### config.mk
export PLATFORM = sky130hd
export DESIGN_NAME = muldiv_ctrl
export DESIGN_NICKNAME = d
export VERILOG_FILES = /design/src/rtl/muldiv_pkg.sv /design/src/rtl/mul32.sv /design/src/rtl/muldiv_ctrl.sv
export SDC_FILE = /design/constraint.sdc
export NUM_CORES = 2
export LEC_CHECK = 0
export ABC_AREA = 1
export ABC_CLOCK_PERIOD_IN_PS = 10950
export BUFFER_PORTS_ARGS = -buffer_cell sky130_fd_sc_hd__buf_2
export CELL_PAD_IN_SITES_DETAIL_PLACEMENT = 0
export CELL_PAD_IN_SITES_GLOBAL_PLACEMENT = 1
export CORE_UTILIZATION = 50
export DETAILED_ROUTE_END_ITERATION = 8
export PLACE_DENSITY_LB_ADDON = 0.12
export SYNTH_ARGS = -nofsm -noshare
export SYNTH_HDL_FRONTEND = slang
export SYNTH_HIERARCHICAL = 1
export SYNTH_SLANG_ARGS = --single-unit
### constraint.sdc
create_clock -name clka -period 10.95 [get_ports clka]
set_input_delay 2.7375 -clock clka [delete_from_list [all_inputs] [get_ports clka]]
set_output_delay 2.7375 -clock clka [all_outputs]
set_load 0.005 [all_outputs]
### src/rtl/muldiv_pkg.sv
// Shared encodings for the mul/div sequencer: operation codes, FSM states
// and the LO value reported for a divide by zero.
package muldiv_pkg;

    localparam logic [1:0] OP_MULT  = 2'b00;
    localparam logic [1:0] OP_MULTU = 2'b01;
    localparam logic [1:0] OP_DIV   = 2'b10;
    localparam logic [1:0] OP_DIVU  = 2'b11;

    localparam logic [31:0] DIV_ZERO_LO = 32'hFFFF_FFFF;

    typedef enum logic [1:0] {
        IDLE     = 2'd0,
        MUL      = 2'd1,
        DIV_WAIT = 2'd2,
        DONE     = 2'd3
    } state_t;

    // Both divide encodings share the upper op bit.
    function automatic logic op_is_div(input logic [1:0] op);
        return op[1];
    endfunction

endpackage

### src/rtl/mul32.sv
// Signed/unsigned 32x32->64 multiplier.
// Defining MULDIV_MUL_PIPE_EN registers the product (one cycle of latency).
module mul32 (
`ifdef MULDIV_MUL_PIPE_EN
    input  logic        clka,
    input  logic        rst,
`endif
    input  logic [31:0] a,
    input  logic [31:0] b,
    input  logic        is_signed,
    output logic [63:0] product
);

    logic [63:0] ext_a;
    logic [63:0] ext_b;
    logic [63:0] full;

    // Sign-extending to 64 bits makes the low 64 bits of one product correct for both modes.
    assign ext_a = is_signed ? {{32{a[31]}}, a} : {32'b0, a};
    assign ext_b = is_signed ? {{32{b[31]}}, b} : {32'b0, b};
    assign full  = ext_a * ext_b;

`ifdef MULDIV_MUL_PIPE_EN
    always_ff @(posedge clka or posedge rst) begin
        if (rst) begin
            product <= '0;
        end else begin
            product <= full;
        end
    end
`else
    assign product = full;
`endif

endmodule

### src/rtl/muldiv_ctrl.sv
// HI/LO mul/div sequencer: runs the local multiplier, drives the external divider
// with a watchdog, and stalls the pipeline. MULDIV_MUL_PIPE_EN selects a 2-cycle multiply.
module muldiv_ctrl
    import muldiv_pkg::*;
#(
    parameter int DIV_MAX_CYCLES = 40
) (
    input  logic        clka,
    input  logic        rst,
    input  logic        op_valid_i,
    input  logic [1:0]  op_i,
    input  logic [31:0] src_a_i,
    input  logic [31:0] src_b_i,
    input  logic        flush_i,
    output logic        stall_o,
    output logic        div_start_o,
    output logic        div_signed_o,
    output logic        div_annul_o,
    output logic [31:0] div_opa_o,
    output logic [31:0] div_opb_o,
    input  logic        div_ready_i,
    input  logic [63:0] div_result_i,
    output logic        hilo_we_o,
    output logic [31:0] hi_o,
    output logic [31:0] lo_o,
    output logic        timeout_o
);

    localparam int CW = $clog2(DIV_MAX_CYCLES + 1);

    state_t        state;
    state_t        state_next;
    logic [31:0]   opa_q;
    logic [31:0]   opb_q;
    logic          signed_q;
    logic [CW-1:0] wd_cnt;
    logic          wd_hit;
    logic [31:0]   hi_q;
    logic [31:0]   lo_q;
    logic [63:0]   product;
    logic          stall;
    logic          start;
    logic          annul;
    logic          tmo;
    logic          hilo_load;
    logic [63:0]   hilo_next;

    mul32 u_mul32 (
`ifdef MULDIV_MUL_PIPE_EN
        .clka      (clka),
        .rst       (rst),
`endif
        .a         (src_a_i),
        .b         (src_b_i),
        .is_signed (op_i == OP_MULT),
        .product   (product)
    );

    assign wd_hit = (wd_cnt == CW'(DIV_MAX_CYCLES - 1));

    always_comb begin
        state_next = state;
        stall      = 1'b0;
        start      = 1'b0;
        annul      = 1'b0;
        tmo        = 1'b0;
        hilo_load  = 1'b0;
        hilo_next  = '0;
        case (state)
            IDLE: begin
                if (op_valid_i && !flush_i) begin
                    stall = 1'b1;
                    if (op_is_div(op_i)) begin
                        if (src_b_i != '0) begin
                            start      = 1'b1;
                            state_next = DIV_WAIT;
                        end else begin
                            hilo_load  = 1'b1;
                            hilo_next  = {src_a_i, DIV_ZERO_LO};
                            state_next = DONE;
                        end
                    end else begin
`ifdef MULDIV_MUL_PIPE_EN
                        state_next = MUL;
`else
                        hilo_load  = 1'b1;
                        hilo_next  = product;
                        state_next = DONE;
`endif
                    end
                end
            end
            MUL: begin
                stall = 1'b1;
                if (flush_i) begin
                    state_next = IDLE;
                end else begin
                    hilo_load  = 1'b1;
                    hilo_next  = product;
                    state_next = DONE;
                end
            end
            // Flush beats a same-cycle ready; ready beats the watchdog.
            DIV_WAIT: begin
                stall = 1'b1;
                if (flush_i) begin
                    annul      = 1'b1;
                    state_next = IDLE;
                end else if (div_ready_i) begin
                    hilo_load  = 1'b1;
                    hilo_next  = div_result_i;
                    state_next = DONE;
                end else if (wd_hit) begin
                    annul      = 1'b1;
                    tmo        = 1'b1;
                    hilo_load  = 1'b1;
                    hilo_next  = '0;
                    state_next = DONE;
                end
            end
            DONE:    state_next = IDLE;
            default: state_next = IDLE;
        endcase
    end

    always_ff @(posedge clka or posedge rst) begin
        if (rst) begin
            state    <= IDLE;
            opa_q    <= '0;
            opb_q    <= '0;
            signed_q <= 1'b0;
            wd_cnt   <= '0;
            hi_q     <= '0;
            lo_q     <= '0;
        end else begin
            state <= state_next;
            if (start) begin
                opa_q    <= src_a_i;
                opb_q    <= src_b_i;
                signed_q <= (op_i == OP_DIV);
                wd_cnt   <= '0;
            end else if (state == DIV_WAIT) begin
                wd_cnt <= wd_cnt + CW'(1);
            end
            if (hilo_load) begin
                {hi_q, lo_q} <= hilo_next;
            end
        end
    end

    // Combinational IDLE outputs are masked so that everything reads 0 while reset is held.
    assign stall_o      = stall && !rst;
    assign div_start_o  = start && !rst;
    assign div_annul_o  = annul;
    assign timeout_o    = tmo;
    assign div_opa_o    = div_start_o ? src_a_i : opa_q;
    assign div_opb_o    = div_start_o ? src_b_i : opb_q;
    assign div_signed_o = div_start_o ? (op_i == OP_DIV) : signed_q;
    assign hilo_we_o    = (state == DONE);
    assign hi_o         = hi_q;
    assign lo_o         = lo_q;

endmodule

# Word-level counts from Yosys, hierarchy flattened
# Cells that the tools add are included.
# Widths: inputs -> output; s select.
[totals]
register_bits = 137
inputBits = 135
out_inout_bits = 134
word_cells = 68
[classes]
n_addsub = 1
mul = 1
eq_ne = 7
n_mux = 41
n_reduce_logical = 11
[ops]
columns = ["cell", "n"]
rows = [
  ["$mux 64", 8],
  ["$pmux 64 s3", 1],
  ["$mul 64x64->64", 1],
  ["$mux 32", 2],
  ["$reduce_bool 32->1", 1],
  ["$mux 1", 19],
  ["$mux 2", 6],
  ["$mux 6", 2],
  ["$pmux 2 s4", 1],
  ["$add 6x1->6 const B", 1],
  ["$eq 2x2->1 const B", 3],
  ["$eq 6x6->1 const B", 1],
  ["$logic_not 2->1", 2],
  ["$ne 4x4->1 const B", 1],
  ["$logic_and 1x1->1", 3],
  ["$pmux 1 s3", 1],
  ["$eq 2x1->1 const B", 1],
  ["$logic_not 1->1", 2],
  ["$ne 2x2->1 const B", 1],
  ["$pmux 1 s2", 1],
  ["$reduce_and 2->1", 1],
  ["$reduce_bool 2->1", 1],
  ["$reduce_or 2->1", 1],
]

# Longest topological paths before layout
[depth]
depth_word = 7
mapped_depth = 47
ltp_nobuf = 45

# Hierarchy
# The synthesis kept the hierarchy.
[modules_own_cells]
columns = ["mod", "n_inst", "cells_per_inst", "area_each_um2", "seq_area_each_um2"]
rows = [
  ["mul32", 1, 6166, 50021.7, 0.0],
  ["muldiv_ctrl", 1, 1159, 8055.2, 3428.3],
]

# Worst setup path after synthesis
# No wires, ideal clock.
[synth_timing]
path_kind = "input -> register"
start = "input op_i[1]"
end = "register hi_q[29], in the netlist hi_o[29]"
setup_time_ps = 65
arrival_ps = 11672
t_required_ps = 10885
slack_ps = -787
cell_stages = 37
path_buffers = 4
path_cell_list = "clkbuf_1 -> clkbuf_1 -> nor2_1 -> nand2_4 -> inv_4 -> clkbuf_1 -> nand2_1 -> fa_1 -> inv_1 -> fa_1 -> fa_1 -> fa_1 -> inv_1 -> fa_1 -> fa_1 -> inv_1 -> fa_1 -> inv_1 -> fa_1 -> inv_1 -> fa_1 -> inv_1 -> fa_1 -> inv_1 -> ha_1 -> clkbuf_1 -> nand2_1 -> nor4_1 -> nand3_1 -> nand2_1 -> xor2_1 -> nand2_1 -> nand2_1 -> nand2_1 -> nand2_1 -> nand2_1 -> nand2_1"
[synth_between]
elab_chain_len = 6
word_cells_on_any_way = 11
classes_between = "mul (1); mux (9); reduce/logical (1)"
[synth_lines]
columns = ["element", "line_no", "rtl"]
rows = [
  ["start, declared", "muldiv_ctrl.sv:11", "input logic [1:0] op_i,"],
  ["$logic_not 2->1 (*)", "muldiv_ctrl.sv:55", ".is_signed (op_i == OP_MULT),"],
  ["$mux 64, on equally long branches", "mul32.sv:19, mul32.sv:20", ""],
  ["$mul 64x64->64 (*)", "mul32.sv:21", "assign full = ext_a * ext_b;"],
  ["net product[61]", "muldiv_ctrl.sv:40", "logic [63:0] product;"],
  ["$mux 64", "muldiv_ctrl.sv:73", "if (op_is_div(op_i)) begin"],
  ["$mux 64", "muldiv_ctrl.sv:71", "if (op_valid_i && !flush_i) begin"],
  ["$pmux 64 s3 (*)", "muldiv_ctrl.sv:69", "case (state)"],
  ["end signal, assigned", "muldiv_ctrl.sv:146", "{hi_q, lo_q} <= hilo_next;"],
  ["end, declared", "muldiv_ctrl.sv:38", "logic [31:0] hi_q;"],
]
# Mark *: on every way through the listed nets, which the timed path passes. The rest lies on a longest branch.
# A chain may end at the register's enable or synchronous reset.

# Worst setup path in the final report
[layout_timing]
start = "input op_i[1]"
end = "register hi_q[19], in the netlist hi_o[19]"
# The elaborated chain is that of the path after synthesis.

==> results.md <==
* Mapped Area at 58100 um^2
* Hold buffers post-CTS at 0
* Clk Tree Root Cell: clkbuf_16
* Post-synth EDFFs at 0
* Arr. time, crit path at 11.31 ns
* Worst slew pin tran at 1.22 ns
* Pre-CTS setup slack at -0.870 ns
* Share of layout cells above drive strength 1 at 0.200
* Area Overhead vs Synth at 20.0%
* Total gr overflow at 0
* Startpoint Class: input port
* Pins Over Slew Limit at 0
* DR WL/cell at 21.7 um
* Row count at 124
* Worst-Skew Late Latency at 0.48 ns
* Dpl cells at 9589
* RSZ-0062 raised after global routing: true
* Period minus WS final at 10.90 ns
* Tcrit/Tclk final at 0.995
* Fin. Hold Viols at 0
* Die Y-Extent at 343 um
* Net count, final at 10000
* GPL Wtd Cong at 1.02
* Dominant cells by area after synthesis: fa_1 49%, inv_1 15%, nand2_1 12%
* Syn avg cell area at 7.93 um^2
* CTS Sinks at 137
* Max-slew headroom at 0.178
* CTS tree: yes
* Critical Path Start: op_i[1]
* Commonest non-fill, non-tap cell in the layout: inv_1
* Syn nets at 9192
* I/O pins at 269
* Status: finished, final reports clean
* Highest Clock Rate at 91.8 MHz
* Worst-path clk slew at 0.06 ns
* Part of the Yosys area used for sequential elements at 0.0590
* Crit end category: flop
* FF+latch count, synth at 137
* Number of global-route vias before repair at 51800
* Critical Path RT at 11.36 ns
* CTS H-Tree Depth at 4
* Yosys Warn Count at 6
* Setup Crit Path Kind: input port to flop
* Fin area at 69700 um^2
* Initial antenna violation count at 15
* Yosys cell types at 47
* Area after DPL at 67100 um^2
* Max Cap Violations at 0
* Fraction of registers with async set/reset at 1.00
* Clock tree buffer depth at 2
* Hold_sp: lo_o[9]
* Die width at 343 um
* Hold crit path type: flop to flop
* GRT Overall Usage at 0.367
* Remaining antenna violation count at 0
* DRC at 0
* CTS Buf Count at 17
* Via-to-Cell Ratio at 5.03
* IO buf count at 268
* First-pass GRT wire length at 316 mm
* Via count at 48700
* Top_reg_cell synth: dfrtp_1
* Largest net degree at the start of global routing at 96
* Slowest cell delay on critical path at 0.63 ns
* Crit path max-delay cell type: fa_2
* Synth top area share at 0.487
* Worst-path fanout max at 4
* Final Util at 0.607
* Initial core utilization at 0.506
* Fin cells at 9681
* Core area at 115000 um^2
* Final worst setup slack at 0.0525 ns
* Cell taking the most area after synthesis: fa_1
* Drt first pass iters at 8
* Final setup violation count at 0
* Die area at 118000 um^2
* Final wirelength at 210 mm
* RR Startpoint: state[0]
* Most frequent cells in the layout: 2248 x inv_1, 1811 x nand2_1, 1360 x fa_1
* Post-DP HPWL at 182 mm
* Clock skew at 0.0143 ns
* Post-Syn Instances at 7325
* Starting DRT DRC Count at 3285
-- flip-flops by register name, summed over array words and instances, names as in the netlist --
register	count
wd_cnt	6
opa_q	32
hi_o	32
opb_q	32
signed_q	1
lo_o	32
state	2
-- cells in the mapped netlist (7+ instances only) --
| master | count |
|---|---|
| o21ai_0 | 168 |
| a31oi_1 | 12 |
| nor2_1 | 206 |
| xnor2_1 | 18 |
| nand3_1 | 128 |
| or2_2 | 40 |
| o211ai_1 | 8 |
| nor2_4 | 7 |
| a22oi_1 | 64 |
| inv_1 | 2324 |
| xor2_1 | 64 |
| nand2_2 | 19 |
| ha_1 | 318 |
| a21o_1 | 10 |
| nor3_1 | 10 |
| a21oi_1 | 84 |
| nand2_1 | 1854 |
| o21ai_1 | 17 |
| o21a_1 | 8 |
| inv_2 | 8 |
| nand3_2 | 10 |
| clkbuf_1 | 282 |
| buf_1 | 12 |
| buf_2 | 34 |
| o21bai_1 | 9 |
| dfrtp_1 | 137 |
| nor2_2 | 10 |
| fa_1 | 1414 |
-- metal layers --
layer,track usage,part of all wire,vias to the layer above
met4,0.165,0.055,2
met3,0.0386,0.063,397
met1,0.467,0.39,24500
met2,0.632,0.49,1719
met5,0,0.000067,-
li1,-,-,22000
-- metrics by stage --
stage	TNS (ns)	hold WS, ns
global route	-2.07	0.481
finish	0	0.464
floorplan	0	0.453
CTS	-0.0608	0.471
global placement	-16.84	0.449
detailed placement	-20.23	0.454
-- worst max-delay path, delay by kind of cell --
family / cells / cell delay, ns
and+or+nand+nor: 17 / 1.58
adders and majority gates: 11 / 5.62
xor gates and xnor gates: 1 / 0.14
buffers and inverters: 13 / 1.17
-- path summary, 6_finish.rpt --
kind | end | slack [ns] | cells after the start
min in group asynchronous | lo_o[1] | 2.41 | 2
min reg2reg | lo_o[9] | 0.46 | 2
max | hi_o[19] | 0.05 | 42
max in group asynchronous | hi_o[14] | 7.16 | 3
min | lo_o[9] | 0.46 | 2
max reg2reg | opb_q[2] | 8.31 | 7
-- kinds of logic after synthesis --
kind of cell	share of synthesized area
buf+inv	0.175
fa+ha+maj	0.556
xor+xnor	0.0126
simple gates	0.159
compound gates	0.0388
flops	0.0590
-- cell type report --
| class | instances | area (um^2) |
|---|---|---|
| clock buffers | 18 | 429 |
| well taps | 1512 | 1890 |
| fillers | 10600 | 45100 |
| repair buffers | 1139 | 8990 |
| clock inverters | 14 | 131 |
| flip-flops and latches | 137 | 3430 |
| inverters | 2335 | 8800 |
| multi-input cells | 4514 | 46000 |
| diodes | 12 | 30.0 |
-- timing repair --
action / CTS / global route
pin swaps: 6 / 193
buffers inserted: 5 / 42
cloned: 0 / 1
endpoints found under the hold margin: 0 / 0
resized for setup: 62 / 413
endpoints found under the setup margin: 23 / 35
Power is left out: the tool's default activity adds up to more than one toggle a clock period on the data nets, which glitch-free logic cannot reach.
